### config.mk
export PLATFORM = sky130hd
export DESIGN_NAME = video_timing_gen_flat
export DESIGN_NICKNAME = d
export VERILOG_FILES = /design/src/rtl/video_timing_gen_if.sv /design/src/rtl/video_timing_gen.sv /design/src/flat_wrapper.sv
export SDC_FILE = /design/constraint.sdc
export NUM_CORES = 1
export LEC_CHECK = 0
export CAP_MARGIN = 20
export CORE_ASPECT_RATIO = 0.5
export CORE_UTILIZATION = 28
export CTS_CLUSTER_DIAMETER = 30
export DETAILED_ROUTE_END_ITERATION = 8
export SLEW_MARGIN = 20
export SYNTH_ARGS = -nofsm -noshare
export SYNTH_HDL_FRONTEND = slang
export SYNTH_SLANG_ARGS = --single-unit
### constraint.sdc
create_clock -name vga_clock -period 2.7 [get_ports vga_clock]
set_input_delay 0.27 -clock vga_clock [delete_from_list [all_inputs] [get_ports vga_clock]]
set_output_delay 0.27 -clock vga_clock [all_outputs]
set_load 0.005 [all_outputs]
### src/rtl/video_timing_gen_if.sv
// Timing bus between the video timing generator and its consumers.
// Carries frame_count only when VTG_FRAME_COUNT_EN is defined.
interface video_timing_gen_if #(
   parameter int HW = 11,
   parameter int VW = 10
) ();
   logic          pix_en;
   logic [HW-1:0] hcount;
   logic [VW-1:0] vcount;
   logic          hsync;
   logic          vsync;
   logic          blank;
   logic          at_display_area;
   logic          line_start;
   logic          frame_start;
`ifdef VTG_FRAME_COUNT_EN
   logic [15:0]   frame_count;
`endif

   modport master (
      input  pix_en,
      output hcount, vcount, hsync, vsync, blank, at_display_area,
             line_start, frame_start
`ifdef VTG_FRAME_COUNT_EN
      , output frame_count
`endif
   );

   modport slave (
      output pix_en,
      input  hcount, vcount, hsync, vsync, blank, at_display_area,
             line_start, frame_start
`ifdef VTG_FRAME_COUNT_EN
      , input frame_count
`endif
   );
endinterface

### src/rtl/video_timing_gen.sv
// Raster timing generator: pixel/line counters with registered sync, blank and strobes.
// Optional 16-bit frame counter enabled by defining VTG_FRAME_COUNT_EN.
module video_timing_gen #(
   parameter int H_ACTIVE  = 1024,
   parameter int H_FP      = 24,
   parameter int H_SYNC    = 136,
   parameter int H_BP      = 160,
   parameter int V_ACTIVE  = 768,
   parameter int V_FP      = 3,
   parameter int V_SYNC    = 6,
   parameter int V_BP      = 29,
   parameter int HSYNC_POL = 0,
   parameter int VSYNC_POL = 0,
   parameter int HW        = 11,
   parameter int VW        = 10
) (
   input  logic                  vga_clock,
   input  logic                  reset,
   video_timing_gen_if.master    vif
);

   localparam int HT = H_ACTIVE + H_FP + H_SYNC + H_BP;
   localparam int VT = V_ACTIVE + V_FP + V_SYNC + V_BP;

   if (H_FP < 1 || H_SYNC < 1 || H_BP < 1 || V_FP < 1 || V_SYNC < 1 || V_BP < 1 ||
       HT > (1 << HW) || VT > (1 << VW)) begin : g_bad_params
      $error("video_timing_gen: illegal porch/sync parameters or counter width too small");
   end

   localparam logic [HW-1:0] H_LAST  = HW'(HT - 1);
   localparam logic [HW-1:0] H_ACT   = HW'(H_ACTIVE);
   localparam logic [HW-1:0] HS_LO   = HW'(H_ACTIVE + H_FP);
   localparam logic [HW-1:0] HS_HI   = HW'(H_ACTIVE + H_FP + H_SYNC);
   localparam logic [VW-1:0] V_LAST  = VW'(VT - 1);
   localparam logic [VW-1:0] V_ACT   = VW'(V_ACTIVE);
   localparam logic [VW-1:0] VS_LO   = VW'(V_ACTIVE + V_FP);
   localparam logic [VW-1:0] VS_HI   = VW'(V_ACTIVE + V_FP + V_SYNC);
   localparam logic          HS_ON   = (HSYNC_POL != 0);
   localparam logic          VS_ON   = (VSYNC_POL != 0);

   function automatic logic in_hwin(input logic [HW-1:0] c,
                                    input logic [HW-1:0] lo,
                                    input logic [HW-1:0] hi);
      return (c >= lo) && (c < hi);
   endfunction

   function automatic logic in_vwin(input logic [VW-1:0] c,
                                    input logic [VW-1:0] lo,
                                    input logic [VW-1:0] hi);
      return (c >= lo) && (c < hi);
   endfunction

   logic [HW-1:0] hcount_p0;
   logic [VW-1:0] vcount_p0;
   logic          hsync_p0;
   logic          vsync_p0;
   logic          blank_p0;
   logic          disp_p0;
   logic          line_start_p0;
   logic          frame_start_p0;

   logic [HW-1:0] h_nxt;
   logic [VW-1:0] v_nxt;
   logic          h_last;
   logic          v_last;
   logic          blank_nxt;

   // Next raster position; all outputs are decoded from it so they register in step
   always_comb begin
      h_last    = (hcount_p0 == H_LAST);
      v_last    = (vcount_p0 == V_LAST);
      h_nxt     = h_last ? '0 : hcount_p0 + 1'b1;
      v_nxt     = vcount_p0;
      if (h_last) begin
         v_nxt = v_last ? '0 : vcount_p0 + 1'b1;
      end
      blank_nxt = (h_nxt >= H_ACT) || (v_nxt >= V_ACT);
   end

   always_ff @(posedge vga_clock) begin
      if (reset) begin
         hcount_p0      <= '0;
         vcount_p0      <= '0;
         hsync_p0       <= ~HS_ON;
         vsync_p0       <= ~VS_ON;
         blank_p0       <= 1'b0;
         disp_p0        <= 1'b1;
         line_start_p0  <= 1'b1;
         frame_start_p0 <= 1'b1;
      end else if (vif.pix_en) begin
         hcount_p0      <= h_nxt;
         vcount_p0      <= v_nxt;
         hsync_p0       <= in_hwin(h_nxt, HS_LO, HS_HI) ? HS_ON : ~HS_ON;
         vsync_p0       <= in_vwin(v_nxt, VS_LO, VS_HI) ? VS_ON : ~VS_ON;
         blank_p0       <= blank_nxt;
         disp_p0        <= ~blank_nxt;
         line_start_p0  <= (h_nxt == '0);
         frame_start_p0 <= (h_nxt == '0) && (v_nxt == '0);
      end
   end

   assign vif.hcount          = hcount_p0;
   assign vif.vcount          = vcount_p0;
   assign vif.hsync           = hsync_p0;
   assign vif.vsync           = vsync_p0;
   assign vif.blank           = blank_p0;
   assign vif.at_display_area = disp_p0;
   assign vif.line_start      = line_start_p0;
   assign vif.frame_start     = frame_start_p0;

`ifdef VTG_FRAME_COUNT_EN
   logic [15:0] frame_count_p0;

   // Counts completed frames; a reset restarts at zero rather than counting as a wrap
   always_ff @(posedge vga_clock) begin
      if (reset) begin
         frame_count_p0 <= '0;
      end else if (vif.pix_en && h_last && v_last) begin
         frame_count_p0 <= frame_count_p0 + 16'd1;
      end
   end

   assign vif.frame_count = frame_count_p0;
`endif

endmodule

### src/flat_wrapper.sv
// flat-port wrapper written by rule: the top's interface ports become plain ports
module video_timing_gen_flat 
#(
   parameter int H_ACTIVE  = 1024,
   parameter int H_FP      = 24,
   parameter int H_SYNC    = 136,
   parameter int H_BP      = 160,
   parameter int V_ACTIVE  = 768,
   parameter int V_FP      = 3,
   parameter int V_SYNC    = 6,
   parameter int V_BP      = 29,
   parameter int HSYNC_POL = 0,
   parameter int VSYNC_POL = 0,
   parameter int HW        = 11,
   parameter int VW        = 10
)
  (vga_clock, reset, vif_pix_en, vif_hcount, vif_vcount, vif_hsync, vif_vsync, vif_blank, vif_at_display_area, vif_line_start, vif_frame_start);
  video_timing_gen_if #(.HW(HW), .VW(VW)) vif_i ();
  input  logic vga_clock;
  input  logic reset;
  input wire logic [$bits(vif_i.pix_en)-1:0] vif_pix_en;
  output wire logic [$bits(vif_i.hcount)-1:0] vif_hcount;
  output wire logic [$bits(vif_i.vcount)-1:0] vif_vcount;
  output wire logic [$bits(vif_i.hsync)-1:0] vif_hsync;
  output wire logic [$bits(vif_i.vsync)-1:0] vif_vsync;
  output wire logic [$bits(vif_i.blank)-1:0] vif_blank;
  output wire logic [$bits(vif_i.at_display_area)-1:0] vif_at_display_area;
  output wire logic [$bits(vif_i.line_start)-1:0] vif_line_start;
  output wire logic [$bits(vif_i.frame_start)-1:0] vif_frame_start;
  assign vif_i.pix_en = vif_pix_en;
  assign vif_hcount = vif_i.hcount;
  assign vif_vcount = vif_i.vcount;
  assign vif_hsync = vif_i.hsync;
  assign vif_vsync = vif_i.vsync;
  assign vif_blank = vif_i.blank;
  assign vif_at_display_area = vif_i.at_display_area;
  assign vif_line_start = vif_i.line_start;
  assign vif_frame_start = vif_i.frame_start;
  video_timing_gen #(.H_ACTIVE(H_ACTIVE), .H_FP(H_FP), .H_SYNC(H_SYNC), .H_BP(H_BP), .V_ACTIVE(V_ACTIVE), .V_FP(V_FP), .V_SYNC(V_SYNC), .V_BP(V_BP), .HSYNC_POL(HSYNC_POL), .VSYNC_POL(VSYNC_POL), .HW(HW), .VW(VW)) u_core (.vga_clock(vga_clock), .reset(reset), .vif(vif_i));
endmodule
* After elaboration in Yosys (flattened, before gate mapping)
Cells that the tools add are included.
** Cells by class
- Reduce and logical (&&, ||, !) cells :: 6
- Equal/unequal tests :: 2
- Magnitude comparators :: 6
- Multiplexer cells :: 5
- Bitwise operators :: 1
- $add $sub $neg :: 2
** Operators with widths (count)
- >= comparator 11 bit (second input constant) :: 2
- >= comparator 10 bit (second input constant) :: 2
- two-way mux 10 bit :: 2
- adder 11 x 1 -> 11 bit (second input constant) :: 1
- == test 11 bit (second input constant) :: 1
- zero test 11 bit :: 1
- less-than comparator 11 bit (second input constant) :: 1
- two-way mux 11 bit :: 1
- adder 10 x 1 -> 10 bit (second input constant) :: 1
- == test 10 bit (second input constant) :: 1
- zero test 10 bit :: 1
- less-than comparator 10 bit (second input constant) :: 1
- logical AND 1 bit :: 3
- two-way mux 1 bit :: 2
- logical OR 1 bit :: 1
- inverter 1 bit :: 1
** Storage, ports and cells
- Bits in registers :: 27
- Logic and storage cells :: 30
- Input port bits :: 3
- Output and inout bits :: 27

* Logic depth before layout (Yosys ltp)
Gate-level depths: netlist of the first run.
- Depth in word-level cells :: 6
- Gate-level depth with buffers :: 9

* Worst setup path after synthesis of the first run
No wires, ideal clock.
- Path kind :: register to register
- Start point :: register u_core.hcount_p0[9], in the netlist u_core.vif.hcount[9]
- End point :: register u_core.vsync_p0, in the netlist u_core.vif.vsync
- Period minus slack after synthesis :: 2.409 ns
- Stages on the path, launching flop included :: 9
- Library setup time :: 0.115 ns
- Data arrival time :: 2.294 ns
- Path buffers :: 1
- Slack :: 0.291 ns
- Path through :: dfxtp_1 -> or4b_4 -> or3_1 -> buf_6 -> nor3_2 -> xor2_1 -> nor4_2 -> o2111ai_1 -> o21a_1
** On the way
- Word-level cells in the longest chain between the ends :: 5
- Elaborated cells between the ends (all ways) :: 6
- Those cells by class :: order compare (2); eq/ne (1); mux (2); reduce/logical (1)
** RTL lines
- start, declared :: RTL line video_timing_gen.sv:53 : logic [HW-1:0] hcount_p0;
- start signal, assigned :: RTL line video_timing_gen.sv:91 : hcount_p0 <= h_nxt;
- == test 11 bit * :: RTL line video_timing_gen.sv:70 : h_last = (hcount_p0 == H_LAST);
- two-way mux 10 bit * :: RTL line video_timing_gen.sv:74 : if (h_last) begin
- >= comparator 10 bit / less-than comparator 10 bit (equally long branches) :: RTL line video_timing_gen.sv:50 : return (c >= lo) && (c < hi);
- logical AND 1 bit * :: RTL line video_timing_gen.sv:50
- two-way mux 1 bit * :: RTL line video_timing_gen.sv:94 : vsync_p0 <= in_vwin(v_nxt, VS_LO, VS_HI) ? VS_ON : ~VS_ON;
- end signal, assigned :: RTL line video_timing_gen.sv:85 : vsync_p0 <= ~VS_ON;
- end signal, assigned :: RTL line video_timing_gen.sv:94
- end, declared :: RTL line video_timing_gen.sv:56 : logic vsync_p0;
Mark *: on every way between the ends. The rest lies on a longest branch, timed or not.
A chain may end at the register's enable or synchronous reset.

* Worst setup path after layout of the first run
- Start point :: register u_core.hcount_p0[9], in the netlist u_core.vif.hcount[9]
- End point :: register u_core.frame_start_p0, in the netlist u_core.vif.frame_start
** On the way
- Word-level cells in the longest chain between the ends :: 4
- Elaborated cells between the ends (all ways) :: 7
- Those cells by class :: add/sub (1); eq/ne (1); mux (2); reduce/logical (3)
** RTL lines
- adder 11 x 1 -> 11 bit / == test 11 bit (equally long branches) :: RTL line video_timing_gen.sv:72, video_timing_gen.sv:70
- two-way mux 11 bit / two-way mux 10 bit (equally long branches) :: RTL line video_timing_gen.sv:72, video_timing_gen.sv:74
- zero test 11 bit / zero test 10 bit (equally long branches) :: RTL line video_timing_gen.sv:98 : frame_start_p0 <= (h_nxt == '0) && (v_nxt == '0);
- logical AND 1 bit * :: RTL line video_timing_gen.sv:98
- end signal, assigned :: RTL line video_timing_gen.sv:98
- end, declared :: RTL line video_timing_gen.sv:60 : logic frame_start_p0;
Marks and branches as above.

==> results of run 1 <==
## metal layers
layer  GRT usage  share of wire
met1       0.182           0.44
met2       0.261           0.47
met3      0.0391          0.080
met4      0.0482         0.0089
met5           0              0
## cells in the final DEF, fill, tap and decap left out, types with 2 or more instances in the layout
cell type	n
sky130_fd_sc_hd__nand3_1	10
sky130_fd_sc_hd__ha_1	4
sky130_fd_sc_hd__nand3b_1	2
sky130_fd_sc_hd__clkdlybuf4s50_1	29
sky130_fd_sc_hd__mux2i_1	2
sky130_fd_sc_hd__nor3_1	14
sky130_fd_sc_hd__o211ai_1	2
sky130_fd_sc_hd__nor2_1	28
sky130_fd_sc_hd__nor4_2	2
sky130_fd_sc_hd__buf_4	12
sky130_fd_sc_hd__nor3_2	2
sky130_fd_sc_hd__nand2_1	21
sky130_fd_sc_hd__or4_1	3
sky130_fd_sc_hd__nand4_1	5
sky130_fd_sc_hd__a211oi_1	2
sky130_fd_sc_hd__xor2_1	9
sky130_fd_sc_hd__a21oi_1	17
sky130_fd_sc_hd__o21ai_0	10
sky130_fd_sc_hd__o21a_1	5
sky130_fd_sc_hd__and3_1	4
sky130_fd_sc_hd__dfxtp_1	27
sky130_fd_sc_hd__nor4_1	3
sky130_fd_sc_hd__a31oi_1	3
sky130_fd_sc_hd__xnor2_1	6
sky130_fd_sc_hd__nor2b_1	3
sky130_fd_sc_hd__clkbuf_16	3
sky130_fd_sc_hd__or3_1	4
sky130_fd_sc_hd__inv_1	3
sky130_fd_sc_hd__o32ai_1	2
## worst max path at each step
stage | start | to
6_report | u_core.vif.hcount[9] | u_core.vif.frame_start
5_1_grt | u_core.vif.hcount[1] | u_core.vif.frame_start
4_1_cts | u_core.vif.hcount[2] | u_core.vif.frame_start
3_5_place_dp | u_core.vif.hcount[9] | u_core.vif.vsync
3_3_place_gp | u_core.vif.hcount[9] | u_core.vif.vsync
2_1_floorplan | u_core.vif.hcount[9] | u_core.vif.vsync
## registers in the layout (all words and copies together) (netlist names)
signal and count:
u_core.vif.hcount 11, u_core.vif.vsync 1, u_core.vif.vcount 10, u_core.vif.blank 1, u_core.vif.hsync 1, u_core.vif.frame_start 1
u_core.vif.at_display_area 1, u_core.vif.line_start 1
## worst register-to-register path, cell delays in order, from the launching register on
cell and delay (ns):
sky130_fd_sc_hd__dfxtp_1 0.38, sky130_fd_sc_hd__or4b_4 0.57, sky130_fd_sc_hd__or3_1 0.39, sky130_fd_sc_hd__buf_4 0.17, sky130_fd_sc_hd__nor2_1 0.14, sky130_fd_sc_hd__mux2i_1 0.35, sky130_fd_sc_hd__nand2_1 0.11, sky130_fd_sc_hd__o31ai_2 0.23
## kinds of logic after synthesis
| logic type | synth area share |
|---|---|
| AO/OA/AOI/OAI | 0.181 |
| buffers and inverters | 0.0546 |
| flip-flops | 0.302 |
| multiplexers | 0.0175 |
| XOR/XNOR | 0.0735 |
| adder cells (fa/ha/maj) | 0.0280 |
| AND/OR/NAND/NOR | 0.343 |
## metrics by stage
stage,util,std cells
finish,0.372,348
global route,0.372,348
CTS,0.372,348
detailed placement,0.359,344
global placement,0.359,344
floorplan,-,235
## power by group through the flow
| stage | sequential, W | clock, W | combinational [W] |
|---|---|---|---|
| 2_1_floorplan | 0.000423 | 0 | 0.0000332 |
| 3_3_place_gp | 0.000424 | 0 | 0.0000653 |
| 3_5_place_dp | 0.000424 | 0 | 0.0000662 |
| 4_1_cts | 0.000415 | 0.000355 | 0.0000663 |
| 5_1_grt | 0.000417 | 0.000373 | 0.0000727 |
| 6_report | 0.000415 | 0.000354 | 0.0000653 |
## final cells by class
type                            instances  area share
Inverter                                3     0.00496
Clock buffer                            4      0.0347
Multi-Input combinational cell        185       0.506
Timing Repair Buffer                   41       0.167
Tap cell                               88      0.0485
Sequential cell                        27       0.238
==> impl_metrics.env, run 1 <==
export IMPL_run_status="completed"
export IMPL_area_delta_synth_final_pct=27.0
export IMPL_hp_start="u_core.vif.at_display_area"
export IMPL_finalWorstPathRequiredPeriod_ns=2.42
export IMPL_yosys_top_cells_count="28 x sky130_fd_sc_hd__nor2_1, 27 x sky130_fd_sc_hd__dfxtp_1, 21 x sky130_fd_sc_hd__nand2_1, 17 x sky130_fd_sc_hd__a21oi_1, 16 x sky130_fd_sc_hd__clkbuf_1"
export IMPL_syn_area_per_cell_um2=7.61
export IMPL_synth_enable_flop_cells=0
export IMPL_count_of_cell_types_in_the_netlist=51
export IMPL_required_ns=2.89
export IMPL_finalSetupTns_ns=0
export IMPL_critical_path_top_delay_family="simple AND/OR/NAND/NOR gates"
export IMPL_path_clk_slew_ns=0.07
export IMPL_clkLatencyLatePin_ns=0.27
export IMPL_finalWeightedCongestion=0.866
export IMPL_synth_largest_area_cell="sky130_fd_sc_hd__dfxtp_1"
export IMPL_vdd_drop_max_mv=0.188
export IMPL_cts_htree_levels=1
export IMPL_fin_worst_skew_ns=0.00471
export IMPL_num_fill_cells=647
export IMPL_whs_endpoint="u_core.vif.at_display_area"
export IMPL_fmax_mhz=413
export IMPL_yosys_most_used_dff="sky130_fd_sc_hd__dfxtp_1"
export IMPL_multiInputGateArea_mm2=0.00115
export IMPL_r2r_cells=7
export IMPL_power_share_switching=0.232
export IMPL_finalHoldViolations=0
export IMPL_die_x_um=115
export IMPL_initial_core_util=0.293
export IMPL_ys_top_cells_by_area="sky130_fd_sc_hd__dfxtp_1 30%, sky130_fd_sc_hd__nor2_1 5.9%, sky130_fd_sc_hd__a21oi_1 4.8%"
export IMPL_slowest_stage="sky130_fd_sc_hd__or4b_4"
export IMPL_synth_most_common_cell="sky130_fd_sc_hd__nor2_1"
export IMPL_synthArstFlopShare=0
export IMPL_fp_dieH_um=58.5
export IMPL_route_antenna_remaining_nets=0
export IMPL_grt_overflow=0
export IMPL_arrival_time_of_data_at_the_critical_path_endpoint_ns=2.61
export IMPL_final_area_mm2=0.00227
export IMPL_cap_viol_max_count=0
export IMPL_crit_path_max_fanout=9
export IMPL_final_max_slew_viol_count=0
export IMPL_critPathBufInv=1
export IMPL_cp_start_kind="flop"
export IMPL_coreArea_mm2=0.00611
export IMPL_cp_num_cells=7
export IMPL_postPlaceCellArea_mm2=0.00219
export IMPL_slew_at_the_pin_closest_to_its_max_slew_limit_ns=0.645
export IMPL_slowest_delay_ns=0.57
export IMPL_route_detailed_wl_per_inst_um=13.6
export IMPL_power_total_w=0.000835
export IMPL_grt_first_pass_wirelength_um=7820
export IMPL_antenna_found_initial=0
export IMPL_antenna_fix_cells=0
export IMPL_groute_usage_overall=0.149
export IMPL_hold_path_cell_count=2
export IMPL_ctsResizeCount=0
export IMPL_r2r_setup_slack_ns=0.28
export IMPL_numClockSinks=27
export IMPL_nets=268
export IMPL_setup_worst_path_end_class="flop"
export IMPL_final_layout_size_suffix_gt1_frac=0.100
export IMPL_power_density_mw_per_mm2=368
export IMPL_rsz_0062_raised_after_global_routing="no"
export IMPL_number_of_global_route_vias_before_repair=1651
export IMPL_capture_point_of_the_worst_reg_to_reg_path="u_core.vif.frame_start"
export IMPL_clk_root_buffer_cell="sky130_fd_sc_hd__clkbuf_16"
export IMPL_drc=0
export IMPL_cts_buf_count=3
export IMPL_reg_to_reg_startpoint="u_core.vif.hcount[9]"
export IMPL_synth_warning_count=0
export IMPL_ys_seq_elements=27
export IMPL_grt_start_max_net_pins=17
export IMPL_synth_top_area_frac=0.302
export IMPL_power_report_internal_total_w=0.000641
export IMPL_switchingPower_w=0.000193
export IMPL_sequential_cell_area_um2=541
export IMPL_first_pass_iters=4
export IMPL_setup_viol_count_final=0
export IMPL_synthCells=235
export IMPL_timing_final_ws_setup_ns=0.279
export IMPL_power_static_leakage_nw=0.801
export IMPL_whs_ns=0.460
export IMPL_rows=20
export IMPL_power_share_combinational=0.078
export IMPL_detailed_place_hpwl_um=3440
export IMPL_total_die_area_mm2=0.00673
export IMPL_synth_seq_area_share=0.302
export IMPL_bufs_on_longest_clock_path=2
export IMPL_slew_headroom=0.569
export IMPL_route_detailed_vias_per_inst=5.28
export IMPL_detailedRoute_firstIterationViolations=84
export IMPL_post_cts_hold_buffer_count=0
export IMPL_power_frac_seq=0.497
export IMPL_crit_path_cell_trace="or4b_4 -> or3_1 -> buf_4 -> nor2_1 -> mux2i_1 -> nand2_1 -> o31ai_2"
export IMPL_clock_power_share=0.424
export IMPL_number_of_top_level_design_ports=30
export IMPL_period_share=0.897
export IMPL_postCtsSetupRepairBufs=0
export IMPL_port_buffers=29
export IMPL_netlist_area_mm2=0.00179
export IMPL_num_vias=1838
export IMPL_crit_type="flop to flop"
export IMPL_synthesis_nets=242
export IMPL_worst_hold_path_type="flop to flop"
export IMPL_post_place_ws_ns=0.294
export IMPL_cts_tree="built"
export IMPL_postRouteWirelength_um=4730
Note: power is estimated with default switching activity, not from simulation.
==> inputs of run 2 (changes only) <==
- RECOVER_POWER: unset -> 100
- SLEW_MARGIN: 20 -> unset
==> impl_metrics.env, run 2 (synthesized netlist as in run 1, its figures left out) <==
export IMPL_slew_headroom=0.510
export IMPL_final_layout_size_suffix_gt1_frac=0.0731
export IMPL_route_detailed_vias_per_inst=5.30
export IMPL_path_clk_slew_ns=0.07
export IMPL_ctsResizeCount=0
export IMPL_final_common_cell="sky130_fd_sc_hd__nor2_1"
export IMPL_fin_worst_skew_ns=0.00557
export IMPL_power_static_leakage_nw=0.825
export IMPL_number_of_global_route_vias_before_repair=1651
export IMPL_detailedRoute_firstIterationViolations=84
export IMPL_worst_hold_path_type="flop to flop"
export IMPL_area_delta_synth_final_pct=25.3
export IMPL_clk_root_buffer_cell="sky130_fd_sc_hd__clkbuf_16"
export IMPL_layout_common_cells="28 x sky130_fd_sc_hd__nor2_1, 27 x sky130_fd_sc_hd__dfxtp_1, 22 x sky130_fd_sc_hd__dlygate4sd3_1"
export IMPL_arrival_time_of_data_at_the_critical_path_endpoint_ns=2.64
export IMPL_num_fill_cells=652
export IMPL_total_die_area_mm2=0.00673
export IMPL_clkLatencyLatePin_ns=0.27
export IMPL_postRouteWirelength_um=4730
export IMPL_cts_htree_levels=1
export IMPL_grt_first_pass_wirelength_um=7820
export IMPL_num_vias=1846
export IMPL_crit_type="flop to flop"
export IMPL_finalWeightedCongestion=0.866
export IMPL_groute_usage_overall=0.149
export IMPL_largest_reg_flops=11
export IMPL_drc=0
export IMPL_fp_dieH_um=58.5
export IMPL_r2r_setup_slack_ns=0.22
export IMPL_run_status="completed"
export IMPL_numClockSinks=27
export IMPL_bufs_on_longest_clock_path=2
export IMPL_whs_ns=0.469
export IMPL_cts_tree="built"
export IMPL_finalSetupTns_ns=0
export IMPL_crit_end="u_core.vif.vsync"
export IMPL_antenna_found_initial=0
export IMPL_critical_path_startpoint="u_core.vif.hcount[9]"
export IMPL_cap_viol_max_count=0
export IMPL_period_share=0.917
export IMPL_number_of_top_level_design_ports=30
export IMPL_capture_point_of_the_worst_reg_to_reg_path="u_core.vif.vsync"
export IMPL_reg_to_reg_startpoint="u_core.vif.hcount[9]"
export IMPL_crit_path_max_fanout=9
export IMPL_coreArea_mm2=0.00611
export IMPL_rows=20
export IMPL_nets=268
export IMPL_antenna_fix_cells=0
export IMPL_setup_viol_count_final=0
export IMPL_final_area_mm2=0.00224
export IMPL_postPlaceCellArea_mm2=0.00219
export IMPL_route_detailed_wl_per_inst_um=13.6
export IMPL_grt_overflow=0
export IMPL_vdd_drop_max_mv=0.185
export IMPL_initial_core_util=0.293
export IMPL_finalHoldViolations=0
export IMPL_slew_at_the_pin_closest_to_its_max_slew_limit_ns=0.728
export IMPL_setup_worst_path_end_class="flop"
export IMPL_postCtsSetupRepairBufs=0
export IMPL_grt_start_max_net_pins=17
export IMPL_post_cts_hold_buffer_count=0
export IMPL_finalWorstPathRequiredPeriod_ns=2.48
export IMPL_cts_buf_count=3
export IMPL_first_pass_iters=4
export IMPL_die_x_um=115
export IMPL_r2r_cells=7
export IMPL_cp_start_kind="flop"
export IMPL_route_antenna_remaining_nets=0
export IMPL_final_max_slew_viol_count=0
export IMPL_detailed_place_hpwl_um=3440
export IMPL_fmax_mhz=404
export IMPL_layout_core_utilization=0.367
export IMPL_port_buffers=29
export IMPL_rsz_0062_raised_after_global_routing="no"
export IMPL_required_ns=2.87
export IMPL_power_density_mw_per_mm2=369
run 2: layout make-up:
class	count	area (µm²)	area share
Timing Repair Buffer	41	365	0.163
Tap cell	88	110	0.0491
Sequential cell	27	541	0.241
Multi-Input combinational cell	185	1130	0.506
Clock buffer	4	78.8	0.0352
Inverter	3	11.3	0.00503
run 2: how the worst min path moves through the flow:
stage / cells after the start / end / slack [ns] / start
after floorplan: 2 / u_core.vif.at_display_area / 0.44 / u_core.vif.at_display_area
after global placement: 2 / u_core.vif.at_display_area / 0.43 / u_core.vif.at_display_area
after detailed placement: 2 / u_core.vif.at_display_area / 0.45 / u_core.vif.at_display_area
after CTS: 2 / u_core.vif.at_display_area / 0.46 / u_core.vif.at_display_area
after global routing: 1 / u_core.vif.blank / 0.49 / u_core.vif.blank
final: 2 / u_core.vif.at_display_area / 0.47 / u_core.vif.at_display_area
run 2: critical path, stage by stage (launching register included):
cell                        delay (ns)
sky130_fd_sc_hd__dfxtp_1          0.37
sky130_fd_sc_hd__or4b_1           0.60
sky130_fd_sc_hd__or3_1            0.38
sky130_fd_sc_hd__nor3_1           0.28
sky130_fd_sc_hd__xor2_1           0.12
sky130_fd_sc_hd__nor4_2           0.30
sky130_fd_sc_hd__o2111ai_1        0.15
sky130_fd_sc_hd__o21a_1           0.18
run 2: stage by stage:
stage | total power (W) | worst slack (ns) | cells
final | 0.000827 | 0.224 | 348
after global routing | 0.000858 | 0.0225 | 348
after CTS | 0.000837 | 0.279 | 348
after detailed placement | 0.000491 | 0.294 | 344
after global placement | 0.000489 | 0.311 | 344
after floorplan | 0.000456 | 0.291 | 235
run 2: per-layer routing:
| layer | global-route usage | share of wire | routed length, µm | up-vias |
|---|---|---|---|---|
| met4 | 0.0482 | 0.012 | 56 | 0 |
| met5 | 0 | 0 | 0 | - |
| met2 | 0.261 | 0.48 | 2270 | 48 |
| met3 | 0.0391 | 0.056 | 266 | 7 |
| met1 | 0.182 | 0.45 | 2140 | 896 |
| li1 | - | - | - | 895 |
run 2: report_power, final:
part	switching (W)	total [W]	internal, W
registers	0.00000855	0.000415	0.000406
logic	0.0000331	0.0000614	0.0000283
clock network	0.000148	0.000351	0.000203
total	0.000189	0.000827	0.000637
==> variant 1, RTL diff (config.mk and constraints of run 1) <==
`HW` is set to 11 in 3 places; all go to 12.
--- a/src/rtl/video_timing_gen_if.sv
+++ b/src/rtl/video_timing_gen_if.sv
@@ -3,3 +3,3 @@
 interface video_timing_gen_if #(
-   parameter int HW = 11,
+   parameter int HW = 12,
    parameter int VW = 10
--- a/src/rtl/video_timing_gen.sv
+++ b/src/rtl/video_timing_gen.sv
@@ -13,3 +13,3 @@
    parameter int VSYNC_POL = 0,
-   parameter int HW        = 11,
+   parameter int HW        = 12,
    parameter int VW        = 10
--- a/src/flat_wrapper.sv
+++ b/src/flat_wrapper.sv
@@ -13,3 +13,3 @@
    parameter int VSYNC_POL = 0,
-   parameter int HW        = 11,
+   parameter int HW        = 12,
    parameter int VW        = 10
Ports: changed (resized vif_hcount); port bits go from 30 to 31. The function was not compared with the original's and may differ.
==> variant 1 against run 1 <==
- clock skew decreased by 0.74 ps
- synthesized area increased by 2.0%
- total power increased by 6.3%
- largest cell class unchanged
- routed wire length decreased by 0.78%
- worst setup slack improved by 18 ps
- design area increased by 1.0%
- sequential cell count increased by 1
- combinational power increased by 11%
- sequential power increased by 5.3%
==> variant 1: results (changes against run 1) <==
* Period utilisation layout at 0.890 (was 0.897)
* Setup Skew at 3.97 ps (was 4.71 ps)
* Largest net degree at the start of global routing at 16 (was 17)
* Final hold slack at 485 ps (was 460 ps)
* Pre-CTS WS at 163 ps (was 294 ps)
* Synth cell types at 57 (was 51)
* R2R setup slack at 300 ps (was 280 ps)
* Number of global-route vias before repair at 1,580 (was 1,651)
* Post-Synth Adder-Cell Area at 0.0206 (was 0.0280)
* Synth Instances at 228 (was 235)
* Filler cells at 664 (was 647)
* Fin nets at 261 (was 268)
* DP Area at 2200 µm² (was 2190 µm²)
* Max stage delay on crit path at 480 ps (was 570 ps)
* Compound-Gate Fraction of Synth Area at 0.208 (was 0.181)
* Leakage power total at 0.000747 µW (was 0.000801 µW)
* Crit path max-delay family: compound AO/OA/AOI/OAI gates (was simple AND/OR/NAND/NOR gates)
* Critical path data arrival time at 2540 ps (was 2610 ps)
* Hold wc startpoint: u_core.vif.line_start$_SDFFE_PP1P_ (was u_core.vif.at_display_area$_SDFFE_PP1P_)
* First-pass GRT wire length at 7.77 mm (was 7.82 mm)
* Largest cells by area after synthesis: dfxtp_1 31%, nor2_1 6.2%, a21oi_1 4.4% (was dfxtp_1 30%, nor2_1 5.9%, a21oi_1 4.8%)
* Diode count at 0 (unchanged)
* Worst Setup EP: u_core.vif.vsync$_SDFFE_PP1P_ (was u_core.vif.frame_start$_SDFFE_PP1P_)
* IO buf count at 30 (was 29)
* Syn. warnings at 0 (unchanged)
* Final GP Congestion at 0.840 (was 0.866)
* R2R Path Start: u_core.vif.hcount[0]$_SDFFE_PP0P_ (was u_core.vif.hcount[9]$_SDFFE_PP0P_)
* Critical path fanouts, max at 13 (was 9)
* Antenna violations before repair at 0 (unchanged)
* Vias per cell at 5.24 (was 5.28)
* DR pass1 iterations at 4 (unchanged)
* Hold Crit Endpoint: u_core.vif.line_start$_SDFFE_PP1P_ (was u_core.vif.at_display_area$_SDFFE_PP1P_)
* Initial DRC count at 85 (was 84)
* Post-Syn Nets at 234 (was 242)
* Hpwl dp at 3.51 mm (was 3.44 mm)
* Xor/xnor share of the synthesized area at 0.0432 (was 0.0735)
* Share of layout cells above drive strength 1 at 0.0945 (was 0.100)
* Final Non-Filler Cells at 342 (was 348)
* Mux contribution to synthesized area at 0.0446 (was 0.0175)
* Final wirelength at 4.70 mm (was 4.73 mm)
* Outcome: complete, no violations (unchanged)
* Register area share after synthesis at 0.307 (was 0.302)
* Primary FF master, synth: dfxtp_1 (unchanged)
* Gr usage total at 0.146 (was 0.149)
* Peak supply drop at 0.228 mV (was 0.188 mV)
* CP max stage cell: o41a_1 (was or4b_4)
* Slew headroom at 0.620 (was 0.569)
==> variant 1: cell types whose count changed in the layout (fill, tap and decap cells not counted), sizes merged, moves of 5 or more <==
cell,delta
nand3,-7
o21ai,+6
buf,-5
mux2i,+5
o21a,-5
xor2,-5
==> variant 1: final cells by class <==
cell class / instances / area (µm²) / area share
clock buffer: 4 / 88.8 / 0.0387
inverter: 3 / 11.3 / 0.00491
multi-input combinational: 182 / 1170 / 0.510
sequential: 28 / 561 / 0.244
tap: 88 / 110 / 0.0480
timing repair buffer: 37 / 353 / 0.154
==> variant 1: per-layer routing <==
| metal | global-route usage | vias up | wire [µm] |
|---|---|---|---|
| li1 | - | 904 | - |
| met1 | 0.202 | 841 | 2280 |
| met2 | 0.232 | 42 | 2150 |
| met3 | 0.0317 | 5 | 223 |
| met4 | 0.0348 | 0 | 34 |
| met5 | 0 | - | 0 |
==> variant 1: report_power, final <==
part           switching [µW]  internal [µW]
logic                    36.1           36.6
registers                14.0            423
clock network             150            228
total                     200            687
==> variant 2, RTL diff (flow settings as in run 1) <==
Made on the original files. Compare `hcount_p0` against `H_LAST` with >= in place of ==.
--- a/src/rtl/video_timing_gen.sv
+++ b/src/rtl/video_timing_gen.sv
@@ -69,3 +69,3 @@
    always_comb begin
-      h_last    = (hcount_p0 == H_LAST);
+      h_last    = (hcount_p0 >= H_LAST);
       v_last    = (vcount_p0 == V_LAST);
Function: no difference found for any inputs over 10 cycles, from zero or initial values and one cycle with reset high; that may be too few to reach the edited logic, so the function may still have changed.
==> variant 2 against run 1 <==
- total power increased by 1.6%
- synthesized area increased by 6.4%
- routed wire length increased by 8.7%
- non-clock buffer count decreased by 3
- sequential cell count unchanged
- global-route usage decreased by 0.13 points
- worst setup slack improved by 64 ps
- die area increased by 6.2%
- clock power decreased by 1%
- first-iteration DRC count increased by 100%
- design area increased by 3.5%
- sequential power increased by 2%
- critical path type unchanged
==> variant 2: results (changes against run 1) <==
* First-pass GRT wire length at 8.43 mm (was 7.82 mm)
* Largest net degree at the start of global routing at 31 (was 17)
* Fin nets at 277 (was 268)
* Top cells by count, synth: 27 x dfxtp_1, 25 x nor2_1, 24 x nand2_1, 19 x a21oi_1, 15 x nor3_1 (was 28 x nor2_1, 27 x dfxtp_1, 21 x nand2_1, 17 x a21oi_1, 16 x clkbuf_1)
* Placed Cells at 354 (was 344)
* Setup Skew at 7.80 ps (was 4.71 ps)
* Final GP Congestion at 0.859 (was 0.866)
* Max reg flops at 11 (unchanged)
* Filler cells at 665 (was 647)
* Critical path data arrival time at 2530 ps (was 2610 ps)
* Compound-Gate Fraction of Synth Area at 0.256 (was 0.181)
* Slew headroom at 0.595 (was 0.569)
* Hpwl dp at 3.72 mm (was 3.44 mm)
* Vias at 1,943 (was 1,838)
* Worst reg2reg path depth at 7 (unchanged)
* Number of global-route vias before repair at 1,714 (was 1,651)
* Mean post-synth cell area at 7.67 µm² (was 7.61 µm²)
* Peak supply drop at 0.205 mV (was 0.188 mV)
* Synth cell types at 65 (was 51)
* Initial DRC count at 171 (was 84)
* Post-Syn Nets at 254 (was 242)
* CP max stage cell: dfxtp_1 (was or4b_4)
* Outcome: complete, no violations (unchanged)
* Total CTS buffers at 3 (unchanged)
* Max stage delay on crit path at 490 ps (was 570 ps)
* Number of flops mapped to enable cells by yosys at 0 (unchanged)
* Xor/xnor share of the synthesized area at 0.0138 (was 0.0735)
* Mux contribution to synthesized area at 0.0375 (was 0.0175)
* Post-Synth Adder-Cell Area at 0.0197 (was 0.0280)
* Leakage power total at 0.000769 µW (was 0.000801 µW)
* DP Area at 2270 µm² (was 2190 µm²)
* Register area share after synthesis at 0.284 (was 0.302)
* R2R setup slack at 340 ps (was 280 ps)
* Hold Crit Endpoint: u_core.vif.frame_start$_SDFFE_PP1P_ (was u_core.vif.at_display_area$_SDFFE_PP1P_)
* DR pass1 iterations at 5 (was 4)
* Critical path fanouts, max at 11 (was 9)
* Share of layout cells above drive strength 1 at 0.111 (was 0.100)
* Largest cells by area after synthesis: dfxtp_1 28%, a21oi_1 5.0%, nor2_1 4.9% (was dfxtp_1 30%, nor2_1 5.9%, a21oi_1 4.8%)
* Gr usage total at 0.148 (was 0.149)
* Hold wc startpoint: u_core.vif.frame_start$_SDFFE_PP1P_ (was u_core.vif.at_display_area$_SDFFE_PP1P_)
* Final Non-Filler Cells at 358 (was 348)
## variant 2: timing repair
item                                    in CTS  in global routing
buffers inserted                             0                  0
resized for setup                            0                  1
endpoints found under the setup margin       0                  1
## variant 2: worst max-delay path by stage
stage / start / slack (ps) / endpoint / cells after the start
detailed placement: u_core.vif.hcount[0]$_SDFFE_PP0P_ / 330 / u_core.vif.frame_start$_SDFFE_PP1P_ / 7
global placement: u_core.vif.hcount[1]$_SDFFE_PP0P_ / 360 / u_core.vif.vsync$_SDFFE_PP1P_ / 7
CTS: u_core.vif.hcount[0]$_SDFFE_PP0P_ / 290 / u_core.vif.frame_start$_SDFFE_PP1P_ / 7
global route: u_core.vif.hcount[1]$_SDFFE_PP0P_ / 90 / u_core.vif.vsync$_SDFFE_PP1P_ / 7
floorplan: u_core.vif.hcount[0]$_SDFFE_PP0P_ / 700 / u_core.vif.frame_start$_SDFFE_PP1P_ / 7
finish: u_core.vif.hcount[1]$_SDFFE_PP0P_ / 340 / u_core.vif.frame_start$_SDFFE_PP1P_ / 7
## variant 2: metal layers
layer	GRT usage	routed length (µm)	vias up
met5	0	0	-
met4	0.0380	40	0
met3	0.0296	356	6
met2	0.239	2280	62
met1	0.204	2470	904
li1	-	-	971
## variant 2: where the power goes
group          internal (µW)  switching (µW)  total, µW
combinational           38.2            38.7       76.9
clock                    203             147        349
sequential               408            14.5        422
## variant 2: layout make-up
class | count | area (µm²) | area share
clock buffers | 4 | 78.8 | 0.0335
inverters | 7 | 26.3 | 0.0112
multi-input cells | 194 | 1240 | 0.526
flip-flops and latches | 27 | 541 | 0.230
well taps | 88 | 110 | 0.0468
repair buffers | 38 | 358 | 0.152
## variant 2: cell families after synthesis
group / Yosys count
xor gates and xnor gates: 3
adders and majority gates: 3
DFF: 27
muxes: 7
and+or+nand+nor: 113
buffers and inverters: 27
AOI/OAI and AO/OA: 68
## variant 2: through the flow
| stage | hold WS (ps) | total power [µW] | setup WS (ps) |
|---|---|---|---|
| after floorplan | 466 | 471 | 697 |
| after global placement | 469 | 507 | 362 |
| after detailed placement | 465 | 508 | 327 |
| after CTS | 482 | 854 | 289 |
| after global routing | 516 | 880 | 91.7 |
| final | 480 | 848 | 343 |
## variant 2: critical path: cells and delay by family (launching register included)
kind                     cells  cell delay, ps
flip-flops                   1             490
AO/OA/AOI/OAI                4             880
AND/OR/NAND/NOR              2             520
adder cells (fa/ha/maj)      1             370
